### config.mk
export PLATFORM = sky130hd
export DESIGN_NAME = keypad_code_tx
export DESIGN_NICKNAME = d
export VERILOG_FILES = /design/src/rtl/keypad_pkg.sv /design/src/rtl/keypad_code_tx_scan_tick_gen.sv /design/src/rtl/keypad_code_tx.sv
export SDC_FILE = /design/constraint.sdc
export NUM_CORES = 1
export LEC_CHECK = 0
export CORE_ASPECT_RATIO = 1.5
export CORE_UTILIZATION = 55
export CTS_BUF_LIST = sky130_fd_sc_hd__clkbuf_2 sky130_fd_sc_hd__clkbuf_4 sky130_fd_sc_hd__clkbuf_8
export DETAILED_ROUTE_END_ITERATION = 12
export DONT_BUFFER_PORTS = 1
export PLACE_DENSITY = 0.79
export SYNTH_ARGS = -nofsm -noshare
export SYNTH_HDL_FRONTEND = slang
export SYNTH_SLANG_ARGS = --single-unit
### constraint.sdc
create_clock -name i_clk -period 2.93 [get_ports i_clk]
set_clock_uncertainty 0.2 [all_clocks]
set_input_delay 0.7325 -clock i_clk [delete_from_list [all_inputs] [get_ports i_clk]]
set_output_delay 0.7325 -clock i_clk [all_outputs]
set_load 0.01 [all_outputs]
### src/rtl/keypad_pkg.sv
// ============================================================================
// keypad_pkg : state type, key-value map and encoder shared by the keypad scanner
// Revision   : 1.0
// ============================================================================
`default_nettype none

package keypad_pkg;

   typedef enum logic [1:0] {
      SCAN      = 2'd0,
      DEB_PRESS = 2'd1,
      EMIT      = 2'd2,
      HELD      = 2'd3
   } kp_state_t;

   // Index is row*4+col; entry 15 is the close key and never reaches o_code.
   localparam logic [3:0] KEY_MAP [16] = '{
      4'h1, 4'h2, 4'h3, 4'hA,
      4'h4, 4'h5, 4'h6, 4'hB,
      4'h7, 4'h8, 4'h9, 4'hC,
      4'hE, 4'h0, 4'hF, 4'hD
   };

   function automatic logic [1:0] onehot4_to_bin(input logic [3:0] oh);
      logic [1:0] bin;
      bin = 2'd0;
      case (oh)
         4'b0010: bin = 2'd1;
         4'b0100: bin = 2'd2;
         4'b1000: bin = 2'd3;
         default: bin = 2'd0;
      endcase
      return bin;
   endfunction

endpackage

`default_nettype wire

### src/rtl/keypad_code_tx_scan_tick_gen.sv
// ============================================================================
// scan_tick_gen : free-running divider, one-cycle tick every SCAN_DIV clocks
// Revision      : 1.0
// ============================================================================
`default_nettype none

module scan_tick_gen #(
   parameter int SCAN_DIV = 100000
) (
   input  logic i_clk,
   input  logic i_rst,
   output logic o_tick
);

   localparam int               CW      = (SCAN_DIV > 1) ? $clog2(SCAN_DIV) : 1;
   localparam logic [CW-1:0]    CNT_MAX = CW'(SCAN_DIV - 1);

   logic [CW-1:0] cnt_q;
   logic [CW-1:0] cnt_d;

   always_comb begin
      cnt_d = cnt_q + CW'(1);
      if (cnt_q == CNT_MAX) begin
         cnt_d = '0;
      end
   end

   always_ff @(posedge i_clk) begin
      if (i_rst) begin
         cnt_q <= '0;
      end else begin
         cnt_q <= cnt_d;
      end
   end

   assign o_tick = (cnt_q == CNT_MAX);

endmodule

`default_nettype wire

### src/rtl/keypad_code_tx.sv
// ============================================================================
// keypad_code_tx : 4x4 keypad scanner with debounce, emits one code/close strobe per press
// Revision       : 1.0
// ============================================================================
`default_nettype none

module keypad_code_tx
   import keypad_pkg::*;
#(
   parameter int SCAN_DIV  = 100000,
   parameter int DEBOUNCE  = 4,
   parameter int CLOSE_KEY = 15
) (
   input  logic       i_clk,
   input  logic       i_rst,
   output logic [3:0] o_col,
   input  logic [3:0] i_row,
   output logic [3:0] o_code,
   output logic       o_code_vld,
   output logic       o_close
);

   localparam int            DW      = (DEBOUNCE > 0) ? $clog2(DEBOUNCE + 1) : 1;
   localparam logic [DW-1:0] DEB_MAX = DW'(DEBOUNCE);

   logic       tick;

   logic [3:0] row_meta_q;
   logic [3:0] row_s_q;

   kp_state_t     state_q,    state_d;
   logic [3:0]    col_q,      col_d;
   logic [3:0]    col_l_q,    col_l_d;
   logic [3:0]    row_l_q,    row_l_d;
   logic [DW-1:0] dcnt_q,     dcnt_d;
   logic [3:0]    code_q,     code_d;
   logic          code_vld_q, code_vld_d;
   logic          close_q,    close_d;

   logic [3:0]    col_rot;
   logic          row_onehot;
   logic [3:0]    idx;
   logic          is_close;
   logic [DW-1:0] dcnt_inc;

   scan_tick_gen #(
      .SCAN_DIV (SCAN_DIV)
   ) u_tick (
      .i_clk  (i_clk),
      .i_rst  (i_rst),
      .o_tick (tick)
   );

   always_ff @(posedge i_clk) begin
      if (i_rst) begin
         row_meta_q <= '0;
         row_s_q    <= '0;
      end else begin
         row_meta_q <= i_row;
         row_s_q    <= row_meta_q;
      end
   end

   assign col_rot    = {col_q[2:0], col_q[3]};
   assign row_onehot = (row_s_q != 4'd0) && ((row_s_q & (row_s_q - 4'd1)) == 4'd0);
   assign idx        = {onehot4_to_bin(row_l_q), onehot4_to_bin(col_l_q)};
   assign is_close   = (idx == 4'(CLOSE_KEY));
   assign dcnt_inc   = (dcnt_q == DEB_MAX) ? dcnt_q : dcnt_q + DW'(1);

   // Output strobes are loaded on the DEB_PRESS->EMIT edge so they are high
   // exactly during the EMIT cycle, with o_code already valid alongside.
   always_comb begin
      state_d    = state_q;
      col_d      = col_q;
      col_l_d    = col_l_q;
      row_l_d    = row_l_q;
      dcnt_d     = dcnt_q;
      code_d     = code_q;
      code_vld_d = 1'b0;
      close_d    = 1'b0;

      case (state_q)
         SCAN: begin
            if (tick) begin
               if (row_onehot) begin
                  col_l_d = col_q;
                  row_l_d = row_s_q;
                  dcnt_d  = '0;
                  state_d = DEB_PRESS;
               end else begin
                  col_d = col_rot;
               end
            end
         end

         DEB_PRESS: begin
            if (tick) begin
               if (row_s_q == row_l_q) begin
                  dcnt_d = dcnt_inc;
                  if (dcnt_inc == DEB_MAX) begin
                     state_d = EMIT;
                     if (is_close) begin
                        close_d = 1'b1;
                     end else begin
                        code_d     = KEY_MAP[idx];
                        code_vld_d = 1'b1;
                     end
                  end
               end else begin
                  state_d = SCAN;
                  col_d   = col_rot;
               end
            end
         end

         EMIT: begin
            dcnt_d  = '0;
            state_d = HELD;
         end

         HELD: begin
            // Any row activity restarts the release count, so rolling onto
            // another key while held can never produce a second strobe.
            if (tick) begin
               if (row_s_q == 4'd0) begin
                  dcnt_d = dcnt_inc;
                  if (dcnt_inc == DEB_MAX) begin
                     state_d = SCAN;
                     col_d   = col_rot;
                  end
               end else begin
                  dcnt_d = '0;
               end
            end
         end

         default: begin
            state_d = SCAN;
         end
      endcase
   end

   always_ff @(posedge i_clk) begin
      if (i_rst) begin
         state_q    <= SCAN;
         col_q      <= 4'b0001;
         col_l_q    <= '0;
         row_l_q    <= '0;
         dcnt_q     <= '0;
         code_q     <= '0;
         code_vld_q <= 1'b0;
         close_q    <= 1'b0;
      end else begin
         state_q    <= state_d;
         col_q      <= col_d;
         col_l_q    <= col_l_d;
         row_l_q    <= row_l_d;
         dcnt_q     <= dcnt_d;
         code_q     <= code_d;
         code_vld_q <= code_vld_d;
         close_q    <= close_d;
      end
   end

   assign o_col      = col_q;
   assign o_code     = code_q;
   assign o_code_vld = code_vld_q;
   assign o_close    = close_q;

endmodule

`default_nettype wire
; Word-level counts from Yosys, hierarchy flattened
; Memories as Yosys holds them, arrays and structs flattened. A register that Yosys moved wholly into a read port is not among the register bits.
; Index checks and enable logic that the tools add are counted.
[op_classes]
reduce_logical = 13
add_sub_neg = 3
eq_ne = 24
muxes = 29
bitwise = 7
[op_table]
columns = operator, count
row1 = 4-bit 2-to-1 mux, 7
row2 = 3-bit 2-to-1 mux, 7
row3 = "2-bit inequality test, second input constant", 9
row4 = "17-bit by 1-bit adder with 17-bit output, second input constant", 1
row5 = "17-bit == test, second input constant", 1
row6 = 2-bit 2-to-1 mux, 8
row7 = "4-bit == test, second input constant", 3
row8 = 2-bit one-hot mux with 3 select lines, 2
row9 = 3-bit one-hot mux with 4 select lines, 1
row10 = 4-bit one-hot mux with 3 select lines, 1
row11 = 5-bit AND reduction, 2
row12 = "4-bit by 2-bit == test with 1-bit output, second input constant", 2
row13 = "4-bit by 3-bit == test with 1-bit output, second input constant", 2
row14 = 4-bit logical NOT, 2
row15 = 2-bit one-hot mux with 4 select lines, 1
row16 = 8-bit AND reduction, 1
row17 = 7-bit AND reduction, 1
row18 = "3-bit == test, second input constant", 2
row19 = 1-bit NOT, 5
row20 = 4-bit NOT with 5-bit output, 1
row21 = 5-bit OR reduction, 1
row22 = 4-bit AND, 1
row23 = "2-bit == test, second input constant", 2
row24 = 4-bit == test, 1
row25 = 11 further kinds, 12
[word_totals]
out_inout_bits = 10
mem_bits_ro = 64
register_bits = 44
memories = 1
[mem_list]
columns = memory, words, word_bits, read_ports, rd_ports_with_merged_regs, write_ports, line_no
row1 = (no name shown), 16, 4, 1, 1, 0, keypad_code_tx.sv:105  ; code_d = KEY_MAP[idx];

; Logic depth before layout (Yosys ltp)
[logic_depth]
ltp_word = 7
depth_mapped = 9

; Hierarchy
; A second synthesis with hierarchy kept.
[hier_totals]
cells_unflattened = 268
area_unflattened_um2 = 2406.1
[by_module_without_submodules]
columns = mod, cells_per_inst, area_per_inst_um2, seq_area_each_um2, n_inst
row1 = keypad_code_tx, 182, 1644.1, 620.6, 1
row2 = scan_tick_gen, 86, 762.0, 340.3, 1

; Worst setup path after synthesis
; OpenSTA, ideal clock, no wires.
[synth_path]
path_kind = register -> register
startpoint = register dcnt_q[0]
endpoint = register col_q[0] (netlist: o_col[0])
stages_incl_launch_ff = 8
slack_ps = 299
t_arrival_ps = 2359
path_cell_list = dfxtp_1 inv_1 ha_1 or3b_1 a311oi_1 a21oi_1 nor4_4 mux2i_1
[synth_between]
elab_chain_len = 5
elab_cells_between_ends = 6
cone_classes = add/sub (1) / eq/ne (3) / mux (1) / reduce/logical (1)
[synth_rtl]
columns = item, line_no
row1 = start: declaration, keypad_code_tx.sv:35  ; logic [DW-1:0] dcnt_q, dcnt_d;
row2 = start signal: assignment, keypad_code_tx.sv:158  ; dcnt_q <= dcnt_d;
row3 = 3-bit by 1-bit adder with 3-bit output or 3-bit == test (tied branches), keypad_code_tx.sv:68  ; assign dcnt_inc = (dcnt_q == DEB_MAX) ? dcnt_q : dcnt_q + DW'(1);
row4 = 3-bit 2-to-1 mux *, keypad_code_tx.sv:68
row5 = 3-bit == test *, keypad_code_tx.sv:127  ; if (dcnt_inc == DEB_MAX) begin
row6 = 2-bit inequality test (no line) *, n/a
row7 = 8-bit AND reduction (no line) *, n/a
row8 = end signal: assignment, keypad_code_tx.sv:155  ; col_q <= col_d;
row9 = end: declaration, keypad_code_tx.sv:32  ; logic [3:0] col_q, col_d;
; Mark *: on every way between the ends. The rest lies on a longest branch, timed or not.
; A chain may end at the register's enable or synchronous reset.

; Final worst setup path
[layout_path]
startpoint = register u_tick.cnt_q[5]
endpoint = register code_q[3] (netlist: o_code[3])
[layout_between]
elab_chain_len = 2
[layout_rtl]
columns = item, line_no
row1 = start: declaration, keypad_code_tx_scan_tick_gen.sv:18  ; logic [CW-1:0] cnt_q;
row2 = start signal: assignment, keypad_code_tx_scan_tick_gen.sv:32  ; cnt_q <= cnt_d;
row3 = 17-bit == test, keypad_code_tx_scan_tick_gen.sv:36  ; assign o_tick = (cnt_q == CNT_MAX);
row4 = 5-bit AND reduction (no line), n/a
row5 = end: declaration, keypad_code_tx.sv:36  ; logic [3:0] code_q, code_d;
; No other way between the ends.

==> results.toml <==
[run_status]
outcome = "complete, but fails checks"
violations = "design-rule violations"

[job]
cap_violations = 0

[route]
detail-route-antenna-nets = 0
finalWirelength_um = 4440
route.vias.total = 1884
drc = 2
drt-initial-drc-count = 74
post_drt_wl_per_cell_um = 13.9
vias_per_cell = 5.89
drt_pass1_iterations = 8

[yosys]
ys_seq_elements = 48
synth_edf_count = 0
yosys_warnings = 0
syn_inst = 274
synth.yosys.seq_area_share_pct = 39.0
synth.area.top_cells = "dfxtp_1, mux2i_1, xnor2_1"
ys_types = 51
syn_area_um2 = 2460
synth_top_area_cell = "dfxtp_1"
async_flop_share_pct = 0
synth.avg_cell_area_um2 = 9.00
synth_nets = 288
synthFlopType = "dfxtp_1"
synth_top_area_share_pct = 39.0

[timing]
slew_headroom_pct = 59.7
period_share_pct = 88.9
finalHoldViolCount = 0
fmax_mhz = 384
tightest_slew_ps = 604
drv_slew = 0
fin_crit_ps = 2600
setup_viol = 0
fin_ws_ps = 325
hold_ws_ps = 242
setup_tns_ps = 0
rsz0062_at_grt = "false"

[critical_path]
max_stage_delay_ps = 630
timing.rr.end = "o_code[3]$_SDFFE_PP0P_"
worst_path_most_repeated_cell = "or4_4"
crit_type = "reg -> reg"
r2r_slack_ps = 330
start_kind = "register"
crit_fanout = 7
endpoint_kind = "register"
r2r-start = "u_tick.cnt_q[5]$_SDFF_PP0_"
worstRegToRegCells = 5
cp_slowest_cell = "or4_4"
required_ps = 2930
crit_path_cell_trace = "or4_4 -> or4_4 -> or4_4 -> o21ai_1 -> a21oi_1"
crit_arrival_ps = 2600

[cts]
cts_tree = "done"
insertion_delay_ps = 300
ctsResizeCount = 0
htreeDepth = 2
cts_sinks = 48
post_cts_buffers = 0
cts_made_buffers = 5
clkTransAtPathRegs_ps = 90
clk_path_buf_depth = 2
cts_hold_buf = 0
clockRootBuffer = "clkbuf_8"

[min_path]
hold_start = "row_meta_q[3]$_SDFF_PP0_"
hold-path-endpoint = "row_s_q[3]$_SDFF_PP0_"
hold_path.class = "reg -> reg"
min_delay_path_depth = 1

[global_routing]
grt_overflow = 0
grt_max_degree = 39
antenna_found_initial = 0
first_global_vias = 1759
grt_pass1_wl_um = 7660
grt_usage_pct = 20.4

[finish]
area_delta_synth_final_pct = 5.43
antenna_cells = 0
drive_gt1_share_pct = 9.12
postLayoutCoreUtil_pct = 60.7
nNetsFinal = 287
fillers = 356

[floorplan]
fp.dieH_um = 84.0
core_area_um2 = 4280
io_pins = 16
die-area_um2 = 4760
die_x_um = 56.7
initial_utilization_pct = 57.6
rows = 29

[pwr]
leakagePower_nw = 0.894
power_density_nw_per_um2 = 422
ir_drop_mv = 0.366

[placement]
gp_congestion = 0.844
dp_worst_setup_slack_ps = 335
place_hpwl_um = 3180
numPortBuffers = 0
## worst max-delay path, delay by kind of cell, from the launching register on
family             cells  cell delay, ps
DFF                    1             360
and+or+nand+nor        3            1750
AOI/OAI and AO/OA      2             200
## power by group
part           internal [mW]  total, mW  leakage [nW]  switching [mW]
Clock                  0.171      0.395        0.0485           0.224
Combinational         0.0156     0.0342         0.457          0.0187
Sequential             0.660      0.668         0.389         0.00743
Total                  0.847       1.10         0.894           0.251
## Yosys cell counts (2+ instances only)
| cell type | n |
|---|---|
| a31oi_1 | 2 |
| xnor2_1 | 17 |
| buf_2 | 2 |
| and2_1 | 2 |
| nor4b_1 | 3 |
| a311oi_1 | 2 |
| o21ai_1 | 2 |
| o221a_2 | 2 |
| a21oi_1 | 10 |
| nor2b_1 | 9 |
| inv_1 | 13 |
| mux2i_1 | 15 |
| and3_1 | 2 |
| o21ai_0 | 4 |
| clkbuf_1 | 10 |
| nor3_1 | 7 |
| nor4_1 | 3 |
| dfxtp_1 | 48 |
| nor4_4 | 2 |
| and4_1 | 2 |
| xor2_1 | 6 |
| nand2_1 | 9 |
| or3_1 | 3 |
| or4_4 | 3 |
| o211ai_1 | 2 |
| nor2_1 | 38 |
| nand3_1 | 9 |
| ha_1 | 8 |
| nand2b_1 | 9 |
| a211oi_1 | 5 |
| nand4_1 | 5 |
## layout by cell type, fill, tap and decap left out, types with 3 or more instances in the layout
cell / netlist / layout
ha_1: 8 / 8
nor4_1: 3 / 3
nor2_1: 38 / 38
buf_4: 0 / 5
inv_1: 13 / 13
clkbuf_8: 0 / 5
mux2i_1: 15 / 15
dfxtp_1: 48 / 48
xor2_1: 6 / 6
nor3_1: 7 / 7
or3_1: 3 / 3
or4_4: 3 / 3
nand4_1: 5 / 5
nor2b_1: 9 / 9
xnor2_1: 17 / 17
o21ai_0: 4 / 4
a21oi_1: 10 / 10
nand3_1: 9 / 9
nand2_1: 9 / 9
a211oi_1: 5 / 5
nand2b_1: 9 / 9
## per-layer routing
metal	vias to the layer above	wire length [um]	global-route usage (%)
met3	4	133	4.65
met1	879	1960	23.0
met5	-	0	0
met2	38	2290	35.4
met4	0	58	9.55
li1	963	-	-
## state kept, by name, indices dropped and copies added (netlist names), 3 cells and up, named ones only
signal,cells
col_l_q,4
dcnt_q,3
o_code,4
o_col,4
row_l_q,4
row_meta_q,4
row_s_q,4
u_tick.cnt_q,17
## cells by family (layout without fill, tap and decap cells)
kind of cell / count (synthesis) / in the layout / synth area share, %
buffers and inverters: 26 / 26 / 4.37
adder cells (fa/ha/maj): 8 / 8 / 4.06
XOR/XNOR: 23 / 23 / 8.17
AND/OR/NAND/NOR: 115 / 115 / 26.8
multiplexers: 16 / 16 / 7.00
AO/OA/AOI/OAI: 38 / 38 / 10.7
flip-flops: 48 / 48 / 39.0
## through the flow
step,total power [mW],instance area [um2],instances
global placement,0.717,2510,312
CTS,1.11,2600,320
floorplan,0.716,2460,274
detailed placement,0.717,2510,312
global route,1.15,2600,320
finish,1.10,2600,320
## final cells by class
cell class                      count  area, um2  share of cell area [%]
Inverter                           13       48.8                    1.88
Timing Repair Buffer                5       37.5                    1.44
Sequential cell                    48        961                    37.0
Clock inverter                      3       22.5                   0.867
Multi-Input combinational cell    200       1400                    54.0
Clock buffer                        5       68.8                    2.65
Tap cell                           46       57.6                    2.21
## how the worst max path moves through the flow
| stage | start | to | slack, ps |
|---|---|---|---|
| 2_1_floorplan | dcnt_q[0]$_SDFFE_PP0P_ | o_col[0]$_SDFFE_PP1P_ | 300 |
| 3_3_place_gp | u_tick.cnt_q[5]$_SDFF_PP0_ | o_code[1]$_SDFFE_PP0P_ | 360 |
| 3_5_place_dp | u_tick.cnt_q[5]$_SDFF_PP0_ | o_code[3]$_SDFFE_PP0P_ | 340 |
| 4_1_cts | u_tick.cnt_q[5]$_SDFF_PP0_ | o_code[3]$_SDFFE_PP0P_ | 320 |
| 5_1_grt | dcnt_q[0]$_SDFFE_PP0P_ | o_col[2]$_SDFFE_PP0P_ | 150 |
| 6_report | u_tick.cnt_q[5]$_SDFF_PP0_ | o_code[3]$_SDFFE_PP0P_ | 330 |
Note: power is estimated with default switching activity, not from simulation.
